[src/rtl/operand_fetch_pkg.sv]
`default_nettype none
// ============================================================================
// Module   : operand_fetch_pkg
// Purpose  : Shared CPU datapath widths, types and the operand-select helper
//            used by operand fetch and the register file.
// Revision : 1.0 - initial release
// ============================================================================
package operand_fetch_pkg;

  localparam int DATA_WIDTH = 32;
  localparam int ADDR_WIDTH = 5;
  localparam int NUM_REGS   = 1 << ADDR_WIDTH;

  typedef logic [DATA_WIDTH-1:0] data_t;
  typedef logic [ADDR_WIDTH-1:0] addr_t;

  // Register 0 is hard zero; a writeback landing this cycle beats the
  // (stale) register-file read.
  function automatic data_t select_operand(
    input addr_t addr,
    input data_t rf_data,
    input logic  wb_valid,
    input addr_t wb_addr,
    input data_t wb_data
  );
    data_t result;
    if (addr == '0) begin
      result = '0;
    end else if (wb_valid && (wb_addr == addr)) begin
      result = wb_data;
    end else begin
      result = rf_data;
    end
    return result;
  endfunction

endpackage
`default_nettype wire

[src/rtl/operand_fetch_scoreboard.sv]
`default_nettype none
// ============================================================================
// Module   : scoreboard
// Purpose  : Per-register pending-write tracker. One set port, a writeback
//            clear port, a flush clear port, two source lookups and one
//            destination lookup. Lookups ignore bits being cleared this cycle.
// Revision : 1.0 - initial release
// ============================================================================
module scoreboard
  import operand_fetch_pkg::*;
(
  input  logic  clk,
  input  logic  rst_n,
  input  logic  i_set_en,
  input  addr_t i_set_addr,
  input  logic  i_clr_en,
  input  addr_t i_clr_addr,
  input  logic  i_fclr_en,
  input  addr_t i_fclr_addr,
  input  addr_t i_src1_addr,
  input  addr_t i_src2_addr,
  input  addr_t i_dst_addr,
  output logic  o_src1_busy,
  output logic  o_src2_busy,
  output logic  o_dst_busy
);

  logic [NUM_REGS-1:0] r_busy;
  logic [NUM_REGS-1:0] w_clr_mask;
  logic [NUM_REGS-1:0] w_busy_nxt;

  // Clears apply first, then the set, so a same-cycle set wins
  always_comb begin
    w_clr_mask = '0;
    w_busy_nxt = '0;
    for (int i = 1; i < NUM_REGS; i++) begin
      w_clr_mask[i] = (i_clr_en  && (i_clr_addr  == addr_t'(i))) ||
                      (i_fclr_en && (i_fclr_addr == addr_t'(i)));
      w_busy_nxt[i] = r_busy[i] && !w_clr_mask[i];
      if (i_set_en && (i_set_addr == addr_t'(i))) begin
        w_busy_nxt[i] = 1'b1;
      end
    end
  end

  // Scoreboard state; bit 0 never leaves zero since w_busy_nxt[0] is 0
  always_ff @(posedge clk or negedge rst_n) begin
    if (!rst_n) begin
      r_busy <= '0;
    end else begin
      r_busy <= w_busy_nxt;
    end
  end

  assign o_src1_busy = r_busy[i_src1_addr] && !w_clr_mask[i_src1_addr];
  assign o_src2_busy = r_busy[i_src2_addr] && !w_clr_mask[i_src2_addr];
  assign o_dst_busy  = r_busy[i_dst_addr]  && !w_clr_mask[i_dst_addr];

endmodule
`default_nettype wire

[src/rtl/operand_fetch.sv]
`default_nettype none
// ============================================================================
// Module   : operand_fetch
// Purpose  : Issue-stage operand fetch with RAW/WAW scoreboard interlock,
//            same-cycle writeback bypass, one-entry output register with
//            valid/ready backpressure and flush.
// Revision : 1.0 - initial release
// ============================================================================
module operand_fetch
  import operand_fetch_pkg::*;
#(
  parameter int PAYLOAD_W = 32
) (
  input  logic                 clk,
  input  logic                 rst_n,
  input  logic                 in_valid,
  output logic                 in_ready,
  input  logic [4:0]           in_raddr1,
  input  logic [4:0]           in_raddr2,
  input  logic [4:0]           in_waddr,
  input  logic                 in_wen,
  input  logic [PAYLOAD_W-1:0] in_payload,
  output logic [4:0]           rf_raddr1,
  output logic [4:0]           rf_raddr2,
  input  logic [31:0]          rf_rdata1,
  input  logic [31:0]          rf_rdata2,
  input  logic                 wb_valid,
  input  logic [4:0]           wb_waddr,
  input  logic [31:0]          wb_wdata,
  output logic                 out_valid,
  input  logic                 out_ready,
  output logic [31:0]          out_op1,
  output logic [31:0]          out_op2,
  output logic [4:0]           out_waddr,
  output logic                 out_wen,
  output logic [PAYLOAD_W-1:0] out_payload,
  input  logic                 flush
);

  logic w_src1_busy;
  logic w_src2_busy;
  logic w_dst_busy;
  logic w_hazard;
  logic w_accept;
  logic w_flush_clr;

  assign rf_raddr1 = in_raddr1;
  assign rf_raddr2 = in_raddr2;

  assign w_hazard = in_valid && (w_src1_busy || w_src2_busy || (in_wen && w_dst_busy));

  // in_ready is forced low during reset so nothing is accepted then
  assign in_ready = rst_n && (!out_valid || out_ready) && !w_hazard && !flush;
  assign w_accept = in_valid && in_ready;

  // Only the entry still held at the output may release its destination
  assign w_flush_clr = flush && out_valid && out_wen;

  scoreboard u_scoreboard (
    .clk         (clk),
    .rst_n       (rst_n),
    .i_set_en    (w_accept && in_wen),
    .i_set_addr  (in_waddr),
    .i_clr_en    (wb_valid),
    .i_clr_addr  (wb_waddr),
    .i_fclr_en   (w_flush_clr),
    .i_fclr_addr (out_waddr),
    .i_src1_addr (in_raddr1),
    .i_src2_addr (in_raddr2),
    .i_dst_addr  (in_waddr),
    .o_src1_busy (w_src1_busy),
    .o_src2_busy (w_src2_busy),
    .o_dst_busy  (w_dst_busy)
  );

  // Output entry: flush drops it, accept refills it, drain empties it
  always_ff @(posedge clk or negedge rst_n) begin
    if (!rst_n) begin
      out_valid   <= 1'b0;
      out_op1     <= '0;
      out_op2     <= '0;
      out_waddr   <= '0;
      out_wen     <= 1'b0;
      out_payload <= '0;
    end else begin
      if (flush) begin
        out_valid <= 1'b0;
      end else if (w_accept) begin
        out_valid <= 1'b1;
      end else if (out_ready) begin
        out_valid <= 1'b0;
      end
      if (w_accept) begin
        out_op1     <= select_operand(in_raddr1, rf_rdata1, wb_valid, wb_waddr, wb_wdata);
        out_op2     <= select_operand(in_raddr2, rf_rdata2, wb_valid, wb_waddr, wb_wdata);
        out_waddr   <= in_waddr;
        out_wen     <= in_wen;
        out_payload <= in_payload;
      end
    end
  end

endmodule
`default_nettype wire

[config.mk]
export PLATFORM = sky130hd
export DESIGN_NAME = operand_fetch
export DESIGN_NICKNAME = d
export VERILOG_FILES = /design/src/rtl/operand_fetch_pkg.sv /design/src/rtl/operand_fetch_scoreboard.sv /design/src/rtl/operand_fetch.sv
export SDC_FILE = /design/constraint.sdc
export NUM_CORES = 1
export LEC_CHECK = 0
export BUFFER_PORTS_ARGS = -buffer_cell sky130_fd_sc_hd__buf_2
export CAP_MARGIN = 15
export CORE_ASPECT_RATIO = 0.6
export CORE_UTILIZATION = 30
export CTS_CLUSTER_SIZE = 10
export DETAILED_ROUTE_END_ITERATION = 10
export HOLD_SLACK_MARGIN = 0.02
export SLEW_MARGIN = 30
export SYNTH_ARGS = -nofsm -noshare
export SYNTH_HDL_FRONTEND = slang
export SYNTH_SLANG_ARGS = --single-unit
[constraint.sdc]
create_clock -name clk -period 4.6 [get_ports clk]
set_clock_uncertainty 0.15 [all_clocks]
set_input_delay 0 -clock clk [delete_from_list [all_inputs] [get_ports clk]]
set_output_delay 0 -clock clk [all_outputs]
set_load 0.01 [all_outputs]
==> results.py <==
metrics = {
    "outcome": {
        "status": "finished, violations left",
        "violations": "DRC",
    },
    "grt": {
        "grt_first_pass_wirelength_um": 50600,
        "grt-ovfl-total": 0,
        "grt_max_degree": 113,
        "track_usage_pct": 23.2,
        "first_global_vias": 8374,
        "antenna_found_initial": 0,
    },
    "logic_synthesis": {
        "synthMostInstantiatedCell": "dfrtp_1",
        "async_reset_ff_share_pct": 100,
        "synth_top_area_cell": "dfrtp_1",
        "ys_top_cells_by_count": "134 x dfrtp_1, 76 x mux2_2, 76 x mux2i_1, 73 x nor2_1, 34 x clkbuf_1",
        "yosysSeqAreaShare_pct": 39.2,
        "ys_seq_elements": 134,
        "yosys-top-cells-area": "dfrtp_1 39%, mux2_2 10%, mux2i_1 8.9%",
        "synth-main-ff-cell": "dfrtp_1",
        "netlist-cell-type-count": 64,
        "synthesis.nets": 922,
        "yosysTopAreaCellShare_pct": 39.2,
        "syn_area_um2": 8560,
        "yosysWarnings": 0,
        "syn_avg_cell_area_um2": 11.2,
        "syn_inst": 767,
        "synth-edff-count": 0,
    },
    "drt": {
        "drt_pre_antenna_iters": 8,
        "first_iter_violations": 969,
        "drt-total-wl_um": 34200,
        "vias_per_cell": 5.52,
        "wl_per_cell_um": 22.3,
        "drcViolationCount": 22,
        "postRouteAntennaNets": 0,
        "vias": 8434,
    },
    "cells_and_area": {
        "fin_util_pct": 44.5,
        "syn2layout_area_growth_pct": 44.6,
        "final_cells": 1529,
        "antenna_cells": 0,
        "fin_nets": 1304,
        "drive_above_1_share_pct": 39.2,
    },
    "floorplan": {
        "rows": 47,
        "num_io_pins": 269,
        "die_area_um2": 29200,
        "core_area_um2": 27800,
        "start_util_pct": 30.8,
        "fp.dieH_um": 133,
        "die_w_um": 220,
    },
    "placed_design": {
        "gp_congestion": 0.994,
        "dp.cells": 1328,
        "io_buffers": 268,
        "dp_hpwl_um": 22500,
    },
    "clock_tree": {
        "numCtsBuffers": 17,
        "cts_max_path_buffers": 2,
        "postCtsSetupBuffers": 0,
        "insertion_delay_ns": 0.44,
        "root_buffer": "clkbuf_16",
        "cts-resized-gates": 0,
        "h-tree-depth": 4,
        "cts.sinks": 134,
        "clkTransAtPathRegs_ns": 0.06,
        "cts_tree": "built",
    },
    "power_and_ir_drop": {
        "power.switching_w": 0.00164,
        "power.share.combinational_pct": 33.6,
        "p_leak_nw": 5.44,
        "internal-power_w": 0.00329,
        "swShare_pct": 33.2,
        "irDropWorstVdd_mv": 0.250,
        "seq_power_share_pct": 37.1,
        "clkPwrFrac_pct": 29.3,
        "power_density_nw_per_um2": 398,
    },
    "critical_path": {
        "crit_required_ns": 4.83,
        "cp-startpoint": "out_waddr[1]",
        "worstPathCellList": "or4b_1 > o22ai_2 > mux4_2 > a2bb2oi_1 > a31oi_1 > a2111oi_2 > nand4bb_4 > buf_4 > o21ai_0 > dlygate4sd3_1",
        "critical_path_class": "reg2reg",
        "path_delay_family": "compound AO/OA/AOI/OAI gates",
        "critPathArrivalTime_ns": 4.38,
        "worst-path-max-fanout": 22,
        "crit_path_max_incr_delay_ns": 0.75,
        "r2r_setup_slack_ns": 0.45,
        "crit_slowest_cell": "or4b_1",
        "worst-path-buf-inv": 2,
        "end_kind": "flip-flop",
        "start_kind": "flip-flop",
        "reg2reg_from": "out_waddr[1]",
    },
    "timing": {
        "timing.final.crit_period_ns": 4.15,
        "hold_viol": 0,
        "period_share_pct": 90.1,
        "fmax_mhz": 241,
        "tightestPinTransition_ns": 0.790,
        "slew_headroom_pct": 46.7,
        "setup-tns-final_ns": 0,
        "maxSlewViolCount": 0,
        "rsz0062_at_grt": "no",
        "setup_viol": 0,
    },
    "min_path": {
        "min-delay-start": "wb_waddr[0]",
        "hold_path.class": "in2reg",
    },
    "job": {
        "drv_cap": 0,
    },
}
-- routing by layer --
| layer | vias to the layer above | GRT usage (%) | wire (µm) |
|---|---|---|---|
| met5 | - | 0 | 0 |
| met4 | 0 | 7.93 | 717 |
| met3 | 55 | 7.79 | 3900 |
| met2 | 531 | 33.5 | 14600 |
| met1 | 4194 | 32.3 | 15000 |
| li1 | 3654 | - | - |
-- flip-flops by register name, indices dropped and copies added, names as in the netlist --
register / cells
out_wen: 1
out_payload: 32
out_waddr: 5
u_scoreboard.r_busy: 31
out_op2: 32
out_valid: 1
out_op1: 32
-- layout make-up --
type	instances	area [µm²]
fillers	2549	15400
multi-input cells	524	4730
flip-flops and latches	134	3350
repair buffers	446	3130
well taps	367	459
clock buffers	19	443
clock inverters	13	173
inverters	26	97.6
-- power by group through the flow --
stage          logic (W)  registers, W  clock network (W)
2_1_floorplan   0.000714       0.00194                  0
3_3_place_gp     0.00149       0.00182                  0
3_5_place_dp     0.00150       0.00183                  0
4_1_cts          0.00163       0.00182            0.00147
5_1_grt          0.00176       0.00188            0.00152
6_report         0.00166       0.00183            0.00144
-- worst paths after layout --
| path | cells past startpoint | endpoint |
|---|---|---|
| min in group asynchronous | 3 | u_scoreboard.r_busy[21] |
| max reg2reg | 10 | out_valid |
| min | 5 | u_scoreboard.r_busy[21] |
| max | 10 | out_valid |
| max in group asynchronous | 4 | out_op2[4] |
| min reg2reg | 1 | out_op1[22] |
-- tightest hold or removal path: stages --
cell      delay, ns
buf_2          0.15
nand2b_1       0.08
buf_4          0.19
o221ai_1       0.14
o31ai_1        0.08
-- repair_timing --
item,in CTS,in global routing
endpoints found under the hold margin,195,0
hold buffers,169,0
endpoints found under the setup margin,0,0
-- per-stage QoR --
stage	power, W	setup WS [ns]	hold slack [ns]	instance area (µm²)
3_3_place_gp	0.00331	0.748	-0.101	10100
5_1_grt	0.00516	0.255	0.0795	12400
2_1_floorplan	0.00266	1.33	-0.446	8560
3_5_place_dp	0.00334	0.708	-0.0964	10100
4_1_cts	0.00492	0.589	0.0517	12400
6_report	0.00493	0.453	0.0985	12400
-- placed cells by master (no fill, tap or decap), types with 7 or more instances in the layout --
cell type and count:
buf_2 267, o22a_1 9, mux2i_1 76, clkbuf_16 17, inv_1 26, dfrtp_1 134, o31ai_1 16, nand4b_1 8
o221ai_1 16, nor2b_1 7, mux2_4 28, nand2_1 29, mux4_2 27, dlygate4sd3_1 168, o22ai_1 25, xor2_1 9
nand3_1 7, a21oi_1 10, nor2_1 73, mux2_2 76, buf_4 7, nand2b_1 10, o32ai_1 17
-- logic make-up after synthesis --
logic type | synth area share (%)
AOI/OAI and AO/OA | 12.2
xor gates and xnor gates | 1.23
buffers and inverters | 6.05
DFF | 39.2
muxes | 30.9
and+or+nand+nor | 10.5
Note: power is estimated with default switching activity, not from simulation.
